===== src/rtl/conbus_test_pkg.sv =====
// Shared definitions for the conbus test slave and its LFSR.
// Latency: n/a (types and constants only).
// Backpressure: n/a.
package conbus_test_pkg;

    // Responder FSM encoding
    typedef enum logic [1:0] {
        IDLE = 2'd0,
        WAIT = 2'd1,
        ACK  = 2'd2
    } state_t;

    // Galois right-shift mask for x^16 + x^14 + x^13 + x^11
    localparam logic [15:0] LFSR_TAPS = 16'hB400;

    // Wishbone cycle type identifiers; the slave treats every access as classic
    localparam logic [2:0] CTI_CLASSIC = 3'b000;
    localparam logic [2:0] CTI_EOB     = 3'b111;

    // Wishbone data and byte-select widths
    localparam int WB_DW = 32;
    localparam int WB_SW = WB_DW / 8;

endpackage


===== src/rtl/conbus_lfsr16.sv =====
// 16-bit Galois LFSR, free-running, loaded with seed during reset.
// Latency: new state every clock edge out of reset.
// Backpressure: none; advances unconditionally.
// Ports: clk, rst_n (async active-low), state (current LFSR value).
module conbus_lfsr16
    import conbus_test_pkg::*;
#(
    parameter logic [15:0] seed = 16'hACE1
) (
    input  logic        clk,
    input  logic        rst_n,
    output logic [15:0] state
);

    always_ff @(posedge clk or negedge rst_n) begin
        if (!rst_n) begin
            state <= seed;
        end else begin
            state <= {1'b0, state[15:1]} ^ (state[0] ? LFSR_TAPS : 16'h0000);
        end
    end

endmodule


===== src/rtl/conbus_test_slave.sv =====
// Wishbone classic responder backed by a 2^aw x 32 RAM, with random wait states,
// read/write counters and a sticky master protocol-violation flag.
// Latency: ack 1..maxwait+1 cycles after the request is sampled; one access per 2+W cycles.
// Backpressure: wait states from the LFSR; dropping cyc/stb during WAIT aborts the access.
// Ports: sys_clk, sys_rst_n, wishbone slave (adr, dat_w, dat_r, sel, we, cti, cyc, stb, ack),
//        status (nreads, nwrites, viol, viol_id).
module conbus_test_slave
    import conbus_test_pkg::*;
#(
    parameter int          id      = 0,
    parameter int          aw      = 4,
    parameter int          maxwait = 3,
    parameter logic [15:0] seed    = 16'hACE1
) (
    input  logic        sys_clk,
    input  logic        sys_rst_n,
    input  logic [31:0] adr,
    input  logic [31:0] dat_w,
    output logic [31:0] dat_r,
    input  logic [3:0]  sel,
    input  logic        we,
    input  logic [2:0]  cti,
    input  logic        cyc,
    input  logic        stb,
    output logic        ack,
    output logic [31:0] nreads,
    output logic [31:0] nwrites,
    output logic        viol,
    output logic [7:0]  viol_id
);

    localparam int         DEPTH = 1 << aw;
    localparam logic [7:0] WMOD  = 8'(maxwait + 1);

    state_t      state, state_nxt;
    logic [15:0] lfsr;
    logic [7:0]  wcnt, wcnt_nxt;
    logic [7:0]  wait_w;
    logic        req;
    logic        latch;
    logic        enter_ack;
    logic        viol_set;

    logic [31:0] lat_adr, lat_dat;
    logic [3:0]  lat_sel;
    logic        lat_we;

    // Fields of the transfer completing on this edge. A zero-wait access goes
    // straight from IDLE to ACK, before the latches hold it, so use the bus.
    logic [31:0] x_adr, x_dat;
    logic [3:0]  x_sel;
    logic        x_we;
    logic [aw-1:0] x_idx;

    logic [31:0] mem [DEPTH];

    // cti is accepted but has no effect; upper LFSR bits do not feed the wait count
    logic unused_ok;
    assign unused_ok = ^{cti, lfsr[15:8]};

    conbus_lfsr16 #(.seed(seed)) u_lfsr (
        .clk   (sys_clk),
        .rst_n (sys_rst_n),
        .state (lfsr)
    );

    assign req     = cyc & stb;
    assign wait_w  = lfsr[7:0] % WMOD;
    assign ack     = (state == ACK);
    assign viol_id = 8'(id);

    assign x_adr = latch ? adr   : lat_adr;
    assign x_dat = latch ? dat_w : lat_dat;
    assign x_sel = latch ? sel   : lat_sel;
    assign x_we  = latch ? we    : lat_we;
    assign x_idx = x_adr[aw+1:2];

    always_comb begin
        state_nxt = state;
        wcnt_nxt  = wcnt;
        latch     = 1'b0;
        enter_ack = 1'b0;
        viol_set  = 1'b0;
        case (state)
            IDLE: begin
                if (req) begin
                    latch    = 1'b1;
                    wcnt_nxt = wait_w;
                    if (wait_w == 8'd0) begin
                        state_nxt = ACK;
                        enter_ack = 1'b1;
                    end else begin
                        state_nxt = WAIT;
                    end
                end
            end
            WAIT: begin
                if (!req) begin
                    // master abort: no ack, no write, no count
                    state_nxt = IDLE;
                end else begin
                    viol_set = (adr != lat_adr) || (we != lat_we) || (sel != lat_sel) ||
                               (lat_we && (dat_w != lat_dat));
                    if (wcnt == 8'd1) begin
                        state_nxt = ACK;
                        enter_ack = 1'b1;
                    end else begin
                        wcnt_nxt = wcnt - 8'd1;
                    end
                end
            end
            ACK:     state_nxt = IDLE;
            default: state_nxt = IDLE;
        endcase
    end

    always_ff @(posedge sys_clk or negedge sys_rst_n) begin
        if (!sys_rst_n) begin
            state   <= IDLE;
            wcnt    <= 8'd0;
            lat_adr <= 32'd0;
            lat_dat <= 32'd0;
            lat_sel <= 4'd0;
            lat_we  <= 1'b0;
            dat_r   <= 32'd0;
            nreads  <= 32'd0;
            nwrites <= 32'd0;
            viol    <= 1'b0;
        end else begin
            state <= state_nxt;
            wcnt  <= wcnt_nxt;
            if (latch) begin
                lat_adr <= adr;
                lat_dat <= dat_w;
                lat_sel <= sel;
                lat_we  <= we;
            end
            dat_r <= (enter_ack && !x_we) ? mem[x_idx] : 32'd0;
            if (enter_ack) begin
                if (x_we) begin
                    if (nwrites != 32'hFFFF_FFFF) nwrites <= nwrites + 32'd1;
                end else begin
                    if (nreads != 32'hFFFF_FFFF) nreads <= nreads + 32'd1;
                end
            end
            if (viol_set) viol <= 1'b1;
        end
    end

    // RAM has no reset; gating with sys_rst_n keeps a request seen during
    // reset from writing.
    always_ff @(posedge sys_clk) begin
        if (enter_ack && x_we && sys_rst_n) begin
            for (int i = 0; i < 4; i++) begin
                if (x_sel[i]) mem[x_idx][8*i +: 8] <= x_dat[8*i +: 8];
            end
        end
    end

endmodule


===== config.mk =====
export PLATFORM = sky130hd
export DESIGN_NAME = conbus_test_slave
export DESIGN_NICKNAME = d
export VERILOG_FILES = /design/src/rtl/conbus_test_pkg.sv /design/src/rtl/conbus_lfsr16.sv /design/src/rtl/conbus_test_slave.sv
export SDC_FILE = /design/constraint.sdc
export NUM_CORES = 1
export LEC_CHECK = 0
export CAP_MARGIN = 40
export CORE_AREA = 2 2 231 233
export DETAILED_ROUTE_END_ITERATION = 8
export DIE_AREA = 0 0 233 235
export PLACE_DENSITY = 0.72
export SETUP_SLACK_MARGIN = 0.15
export SLEW_MARGIN = 20
export SYNTH_ARGS = -nofsm -noshare
export SYNTH_HDL_FRONTEND = slang
export SYNTH_SLANG_ARGS = --single-unit

===== constraint.sdc =====
create_clock -name sys_clk -period 3.25 [get_ports sys_clk]
set_input_delay 0.4875 -clock sys_clk [delete_from_list [all_inputs] [get_ports sys_clk]]
set_output_delay 0.4875 -clock sys_clk [all_outputs]
set_load 0.02 [all_outputs]

# == Yosys cells after proc, flatten, opt, wreduce, memory -nomap -nowiden ==
# Memory sizes are Yosys's and may differ from the RTL's.
# Index checks and enable logic that the tools add are counted.
# word_totals
ff_bits,192
latchBits,0
ramBits,512
mem_bits_ro,0
input_bits,76
elab_cells,83
mem_count,1
# memory_table
name,depth,width,rd,rd_clocked_by_memory_dff,write_ports,line_no,rtl
mem,16,32,1,0,1,conbus_test_slave.sv:55,logic [31:0] mem [DEPTH];
# classes
addsub,3
mul,0
div,0
order_cmp,0
n_eq_ne,13
n_shift,0
mux,36
bitwise,3
n_reduce_logical,15
# ops
operator,n
"adder 32 x 1 -> 32 bit, second input constant",2
2-to-1 mux 32 bit,2
inequality test 32 bit,2
"inequality test 32 bit, second input constant",2
2-to-1 mux 8 bit,3
2-to-1 mux 1 bit,21
2-to-1 mux 16 bit,1
case mux 8 bit (2 select lines),1
XOR 15 x 16 -> 16 bit,1
"== test 8 x 1 -> 1 bit, second input constant",1
zero test 8 bit,1
2-to-1 mux 2 bit,4
"subtractor 8 x 1 -> 8 bit, second input constant",1
2-to-1 mux 6 bit,1
"inequality test 2 bit, second input constant",3
AND reduction 3 bit,2
logical AND 1 bit,4
2-to-1 mux 4 bit,1
inequality test 4 bit,1
case mux 2 bit (2 select lines),1
AND reduction 4 bit,1
logical OR 1 bit,3
"inequality test 3 bit, second input constant",1
"== test 2 x 1 -> 1 bit, second input constant",1
9 further kinds,9

# == Logic depth before layout (Yosys ltp) ==
# Gate-level depths: netlist of run 1.
# depth
word_depth,8
ltp_mapped,11
depth_no_buf,8

# == Hierarchy ==
# A second synthesis of run 1 with hierarchy kept.
# hier_totals
hier_cells,2129
hier_area_um2,28613.7
# modules_own_cells
module,n_inst,cells_each,area_per_inst_um2,seq_area_each_um2
conbus_test_slave,1,2110,28177.0,19779.0
conbus_lfsr16,1,19,436.7,410.4

# == Worst setup path before layout of run 1 ==
# No wires, ideal clock.
# synth_timing
kind,input to register
startpoint,input stb
endpoint,"memory mem[12][16], enable pin"
arrival_time_ps,2575
path_slack_ps,305
path_stages,9
path_buffers,3
path_cell_list,nor4bb_2 > buf_6 > mux2i_2 > inv_2 > buf_2 > nor2_2 > buf_2 > nand2_1 > nor2_1
# synth_between
elab_chain_cells,8
word_cells_on_any_way,14
classes_between,11 x mux; 1 x bitwise; 2 x reduce/logical
# synth_rtl
item,line_no,rtl
from (decl),conbus_test_slave.sv:24,"input logic stb,"
AND 1 bit (*),conbus_test_slave.sv:67,assign req = cyc & stb;
2-to-1 mux 1 bit,conbus_test_slave.sv:86,if (req) begin
2-to-1 mux 1 bit,conbus_test_slave.sv:84,case (state)
2-to-1 mux 1 bit,-,
logical AND 1 bit (2 in series),conbus_test_slave.sv:153,if (enter_ack && x_we && sys_rst_n) begin
2-to-1 mux 1 bit,conbus_test_slave.sv:153,
2-to-1 mux 1 bit (not written as such),conbus_test_slave.sv:155,if (x_sel[i]) mem[x_idx][8*i +: 8] <= x_dat[8*i +: 8];
to (decl),conbus_test_slave.sv:55,
# Every way passes the cells marked *; elsewhere a longest branch is shown, timed or not.

# == Worst setup path in the final report of run 1 ==
# layout_timing
startpoint,register state[1]
endpoint,"memory mem[2][5], enable pin"
# layout_between
elab_chain_cells,7
word_cells_on_any_way,12
classes_between,1 x eq/ne; 8 x mux; 3 x reduce/logical
# layout_rtl
item,line_no,rtl
from (decl),conbus_test_slave.sv:35,"state_t state, state_nxt;"
from (signal assigned),conbus_test_slave.sv:130,state <= state_nxt;
zero test 2 bit,conbus_test_slave.sv:84,
2-to-1 mux 1 bit,conbus_test_slave.sv:84,
2-to-1 mux 1 bit,-,
logical AND 1 bit (2 in series),conbus_test_slave.sv:153,
2-to-1 mux 1 bit,conbus_test_slave.sv:153,
2-to-1 mux 1 bit (not written as such),conbus_test_slave.sv:155,
# Several ways; a longest one is shown, not always the timed one.

==> metrics, run 1 <==
Synth async-reset ratio 0.273; arrival time at the worst endpoint 3.33 ns; Avg Cell Area, Syn 14.2 um2; Placer Congestion 0.850; Die Y 235 um; crit path max fanout 6; minimum hold slack 0.298 ns; clock latency at the later pin of the worst-skew pair 0.62 ns; PnR worst setup slack 0.242 ns; max-slew headroom at the worst pin 0.443; net count reported at finish 2412; reg-to-reg slack, setup 0.24 ns; leading post-synthesis cells by cell area edfxtp_1, dfrtp_1, mux2i_1; Worst Reg-to-Reg Cells 9; deepest clock path buffer count 3; Cell Rows 84; final design instance area without fill 34600 um2; predominant post-synthesis flop cell edfxtp_1; number of cells after detailed placement 2939; number of top-level pins 182; utilization of the core after routing 0.663; average vias per placed instance 5.75; count of warnings emitted by yosys 0; number of enable-type register cells in the synthesized netlist 512; top cell type by total area after synthesis edfxtp_1; root buffer selected by CTS clkbuf_16; remaining number of nets flagged by the antenna check after routing 0; pin count of the biggest net entering global routing 118; final setup fails 0; setup slack after placement -0.309 ns; effective utilization at floorplan 0.543; area after detailed placement 32100 um2; largest voltage drop on the vdd net 0.446 mV; CTS tree yes; distinct cell type count of the synthesized netlist 60; relative area change from synthesis to final layout 22.0%; post-synthesis instance total 2001; count of placed standard cells in the final layout, fillers left out 3080; iteration count of the initial detailed-routing pass 8; CTS HTree Levels 3; vias in the first global route 17900; Final min period 3.01 ns; Max Fclk 332 MHz; Worst Setup End Kind register; GR Overflow Total 0; top-area cell type share of the netlist area 0.542; Via Count 17700; number of diodes added for antenna fixing 0; Yosys reg bits 704; startpoint kind of the worst setup timing path register; initial antenna violation count 0; RSZ-0062 raised after global routing false; Post-DP HPWL 43000 um; total die area 54800 um2; final hold vios 0; DR DRC count 0; fraction of layout instances using a drive strength above 1 0.162; floorplan die width 233 um; overall track demand over capacity in global routing 0.249; Max Transition Viols Final 0; total power per unit cell area 639 nW/um2; final period utilization 0.926; violation count after the first detailed-route iteration 1760; number of buffers inserted by port buffering 170; CTS Buf Count 72; Clk pin slew, worst setup/hold paths 0.06 ns; sequential cell area fraction in the yosys report 0.711; data required time of the critical path 3.57 ns; number of max-cap violations 0; final WL 67200 um; first-pass GRT wire length 103000 um; CTS sink count 704; status completed; netlist area before placement 28400 um2; Static Leak 12.9 nW; Slew @ Worst Pin 0.835 ns; Core Area 52200 um2; Crit Path Category register to register; skew final 0.0260 ns; routed len/inst 21.8 um; PostCTS Resize Cnt 0; Min-Delay Path Class primary input to asynchronous set/reset pin
## state kept, by name (all words and copies together), names as in the netlist, 2 cells and up
register / count
u_lfsr.state: 16
state: 2
lat_adr: 32
wcnt: 8
lat_sel: 4
lat_dat: 32
mem: 512
dat_r: 32
nreads: 32
nwrites: 32
## cell type report
class,count,area [um2]
Tap cell,688,861
Inverter,11,42.5
Fill cell,3644,17600
Multi-Input combinational cell,1194,7740
Clock buffer,109,2100
Clock inverter,25,327
Sequential cell,704,20200
Timing Repair Buffer,349,3370
## synth_stat cells (2+ instances only)
cell type  instances
o211ai_1           3
nor2_2             5
edfxtp_1         512
nand4_1           55
a21oi_1           45
buf_1             12
o2111ai_1          2
a22oi_1           63
nor3_1            13
ha_1               4
dfrtp_1          184
inv_1              7
buf_2             44
a21o_1             4
mux2i_1          129
inv_2              4
a31oi_1           29
nor3b_4            2
mux4_2             2
mux2_2            68
nand3b_1           2
clkbuf_1          30
nand2_1          300
a22o_1             4
and3_1            11
buf_6              2
and4_1            11
nor3_2             2
xnor2_1           66
o31a_1             2
o21ai_0            5
nand2b_1           4
dfstp_2            8
and2_1            10
buf_4             11
nor2_1           111
nor2b_1            2
xor2_1            74
nor4_1            20
nand3_1          119
## layer usage
metal,global-route usage,up-vias,wire length [um]
met5,0,-,0
met4,0.102,0,2420
met3,0.0380,153,4960
met2,0.410,746,33100
met1,0.332,8803,26700
li1,-,8012,-
## report_power, final
group          total (mW)  internal, mW  switching, mW
combinational        3.27          1.30           1.97
sequential           10.5          10.2          0.239
clock                8.40          4.99           3.41
## metrics by stage
stage | total power [mW] | TNS, ns
finish | 22.1 | 0
global route | 22.9 | 0
CTS | 22.2 | 0
detailed placement | 13.9 | -45.13
global placement | 13.8 | -30.08
floorplan | 12.4 | 0
## worst paths after layout
path,startpoint,endpoint
worst max-delay path,state[1],mem[2][5]
worst min-delay path,sys_rst_n,dat_r[31]
worst max register to register,state[1],mem[2][5]
worst min register to register,u_lfsr.state[3],u_lfsr.state[2]
max in group asynchronous,sys_rst_n,dat_r[27]
min in group sys_clk,u_lfsr.state[3],u_lfsr.state[2]
## timing repair
item	CTS	global route
hold endpoints to repair	7	0
endpoints found under the setup margin	0	44
buffers inserted	0	4
hold buffers	1	0
## placed cells by master (no fill, tap or decap), types with 25 or more instances in the layout
cell	instances
edfxtp_1	512
nand2_1	300
dfrtp_1	184
clkdlybuf4s50_1	169
buf_4	153
mux2i_1	128
nand3_1	119
nor2_1	111
clkbuf_16	75
xor2_1	74
mux2_2	68
xnor2_1	66
a22oi_1	63
nand4_1	55
a21oi_1	45
a31oi_1	29
buf_12	25
## critical path, stage by stage (launching register included)
cell	delay [ns]
dfrtp_1	0.44
nor4bb_4	0.41
buf_4	0.21
mux2i_4	0.36
clkinv_2	0.20
nor2_2	0.18
buf_4	0.18
nand2_1	0.30
nor2_1	0.24
buf_4	0.20
## cell families (layout without fill, tap and decap cells)
family / after synthesis / in the layout / synth area share
buf+inv: 110 / 494 / 0.0185
compound gates: 164 / 164 / 0.0386
fa+ha+maj: 4 / 4 / 0.00176
flops: 704 / 704 / 0.711
simple gates: 677 / 677 / 0.111
mux: 201 / 201 / 0.0753
other cells: 1 / 8 / 0.000132
xor+xnor: 140 / 140 / 0.0432
(Power assumes the default switching activity.)
==> run 2: changes to the inputs <==
==> constraint.sdc (replaced) <==
create_clock -name sys_clk -period 2.9 [get_ports sys_clk]
set_input_delay 0.435 -clock sys_clk [delete_from_list [all_inputs] [get_ports sys_clk]]
set_output_delay 0.435 -clock sys_clk [all_outputs]
set_load 0.02 [all_outputs]
==> run 2 against run 1 <==
Cell area is 1.1% higher. Fmax is 11% higher. Clock power is 14% higher. Register-to-register slack worse by 0.05 ns. Power is 13% higher. Sequential cell count stayed put. Critical path depth stayed put. Non-clock buffer count is 4 higher. Combinational power is 16% higher. Setup slack worse by 0.054 ns. Sequential share of layout area is 0.65 points lower. Highest routed layer unchanged. Clock skew is 0.0088 ns higher.
==> metrics, run 2 (same netlist as run 1, synthesis figures left out) <==
skew final 0.0348 ns (+0.00882 ns); number of top-level pins 182 (unchanged); count of placed standard cells in the final layout, fillers left out 3083 (+0.097%); Worst Setup End Kind register; sequential standard cell area 20200 um2 (about the same); largest voltage drop on the vdd net 0.680 mV (+52%); Max Transition Viols Final 0 (unchanged); routed len/inst 22.4 um (+2.5%); net count reported at finish 2417 (+0.21%); max-slew headroom at the worst pin 0.483 (+0.0396); overall track demand over capacity in global routing 0.254 (+0.00492); largest reg by FF count mem; cells along the critical path nor4bb_4, buf_4, buf_6, mux2i_4, buf_12, mux2_2, a22o_1, a221oi_1, a21oi_1; Via Count 17900 (+0.92%); source of the worst register-to-register timing path state[1]; initial antenna violation count 0 (unchanged); status completed; root buffer selected by CTS clkbuf_16; deepest clock path buffer count 3 (unchanged); CP Buf/Inv Count 3 (-1); sum of internal, switching and leakage power 25.1 mW (+13%); commonest cells after routing, fill and taps aside edfxtp_1, nand2_1, dfrtp_1, clkdlybuf4s50_1, buf_4; Worst Reg-to-Reg Cells 9 (unchanged); final period utilization 0.935 (+0.00950); CTS HTree Levels 3 (unchanged); Crit Path Category register to register; stages on the worst setup path 9 (unchanged); startpoint kind of the worst setup timing path register; Static Leak 13.0 nW (+0.70%); commonest non-fill, non-tap cell in the layout edfxtp_1; Max Fclk 369 MHz (+11%); Largest delay share family, worst path compound AO/OA/AOI/OAI gates; CTS Buf Count 73 (+1.4%); Die Y 235 um (unchanged); Core Area 52200 um2 (unchanged); fraction of layout instances using a drive strength above 1 0.178 (+0.0157); violation count after the first detailed-route iteration 1632 (-7.3%); number of cells after detailed placement 2938 (-0.034%); beginning of the critical path state[1]; total die area 54800 um2 (unchanged); Post-DP HPWL 44300 um (+3.0%); pin count of the biggest net entering global routing 118 (unchanged); crit path max fanout 9 (+3); RSZ-0062 raised after global routing true; GR Overflow Total 0 (unchanged); arrival time at the worst endpoint 3.18 ns (-0.15 ns); relative area change from synthesis to final layout 23.4%; vias in the first global route 18300 (+2.2%); reg-to-reg slack, setup 0.19 ns (-0.05 ns); data required time of the critical path 3.36 ns (-0.21 ns); Slew @ Worst Pin 0.776 ns (-0.0594 ns); effective utilization at floorplan 0.543 (unchanged); CTS sink count 704 (unchanged); iteration count of the initial detailed-routing pass 5 (-3); Clk pin slew, worst setup/hold paths 0.06 ns (about the same); cell type of the slowest stage on the worst timing path dfrtp_2; CTS tree yes; delay contributed by the slowest stage of the critical path 0.43 ns (about the same); floorplan die width 233 um (unchanged); Cell Rows 84 (unchanged); reg-to-reg critical path endpoint dat_r[30]; total power per unit cell area 717 nW/um2 (+12%); Final min period 2.71 ns (-0.296 ns); number of max-cap violations 0 (unchanged); first-pass GRT wire length 105000 um (+2.0%); final hold vios 0 (unchanged); Layout fillers 3514 (-3.6%); max reg flops 512 (unchanged); Min-Delay Path Class primary input to asynchronous set/reset pin; endpoint of the most critical setup path dat_r[30]; remaining number of nets flagged by the antenna check after routing 0 (unchanged); number of buffers inserted by port buffering 170 (unchanged); Placer Congestion 0.852 (+0.20%); clock latency at the later pin of the worst-skew pair 0.61 ns (about the same); average vias per placed instance 5.80 (+0.82%); DR DRC count 0 (unchanged); final WL 68900 um (+2.6%); final setup fails 0 (unchanged); footprint of the multi-input gates 7860 um2 (+1.6%)
[run 2: worst min-delay path by stage]
stage | to | slack, ns | depth (start not counted)
after floorplan | dat_r[0] | 0.14 | 0
after global placement | lat_sel[0] | 0.26 | 1
after detailed placement | lat_sel[0] | 0.26 | 1
after CTS | lat_dat[28] | 0.24 | 2
after global routing | lat_dat[28] | 0.25 | 2
final | lat_dat[28] | 0.26 | 2
[run 2: worst register-to-register path, delay by kind of cell, from the launching register on]
kind	cells	cell delay [ns]
compound gates	3	0.68
buf+inv	3	0.49
flops	1	0.43
mux	2	0.66
simple gates	1	0.33
[run 2: final cells by class]
cell class | instances | area share
repair buffers | 353 | 0.103
flip-flops and latches | 704 | 0.577
clock buffers | 95 | 0.0566
diodes | 1 | 0.0000715
clock inverters | 37 | 0.0136
inverters | 11 | 0.00121
multi-input cells | 1194 | 0.224
well taps | 688 | 0.0246
[run 2: per-layer routing]
layer	track usage	part of all wire
met5	0	0
met4	0.106	0.036
met3	0.0368	0.071
met2	0.416	0.49
met1	0.341	0.40
[run 2: per-stage QoR]
stage	hold WS, ns	instance area [um2]	worst slack, ns	setup TNS, ns	util
after floorplan	0.139	28400	0.101	0	-
after global placement	0.260	32200	-0.427	-142.94	0.617
after detailed placement	0.259	32300	-0.421	-160.79	0.618
after CTS	0.242	34800	0.143	0	0.666
after global routing	0.255	35000	0.114	0	0.670
final	0.263	35000	0.188	0	0.670
[run 2: power breakdown]
| group | switching (mW) | internal [mW] | leakage [nW] |
|---|---|---|---|
| Combinational | 2.26 | 1.52 | 4.78 |
| Clock | 3.85 | 5.74 | 1.18 |
| Sequential | 0.292 | 11.5 | 7.07 |
[run 2: what timing repair did]
item / in CTS / in global routing
setup endpoints to repair: 117 / 524
buffers inserted: 6 / 4
gates resized for setup: 3 / 43
hold buffers: 1 / 0
cloned: 0 / 1
hold endpoints to repair: 23 / 0
pin swaps: 5 / 17
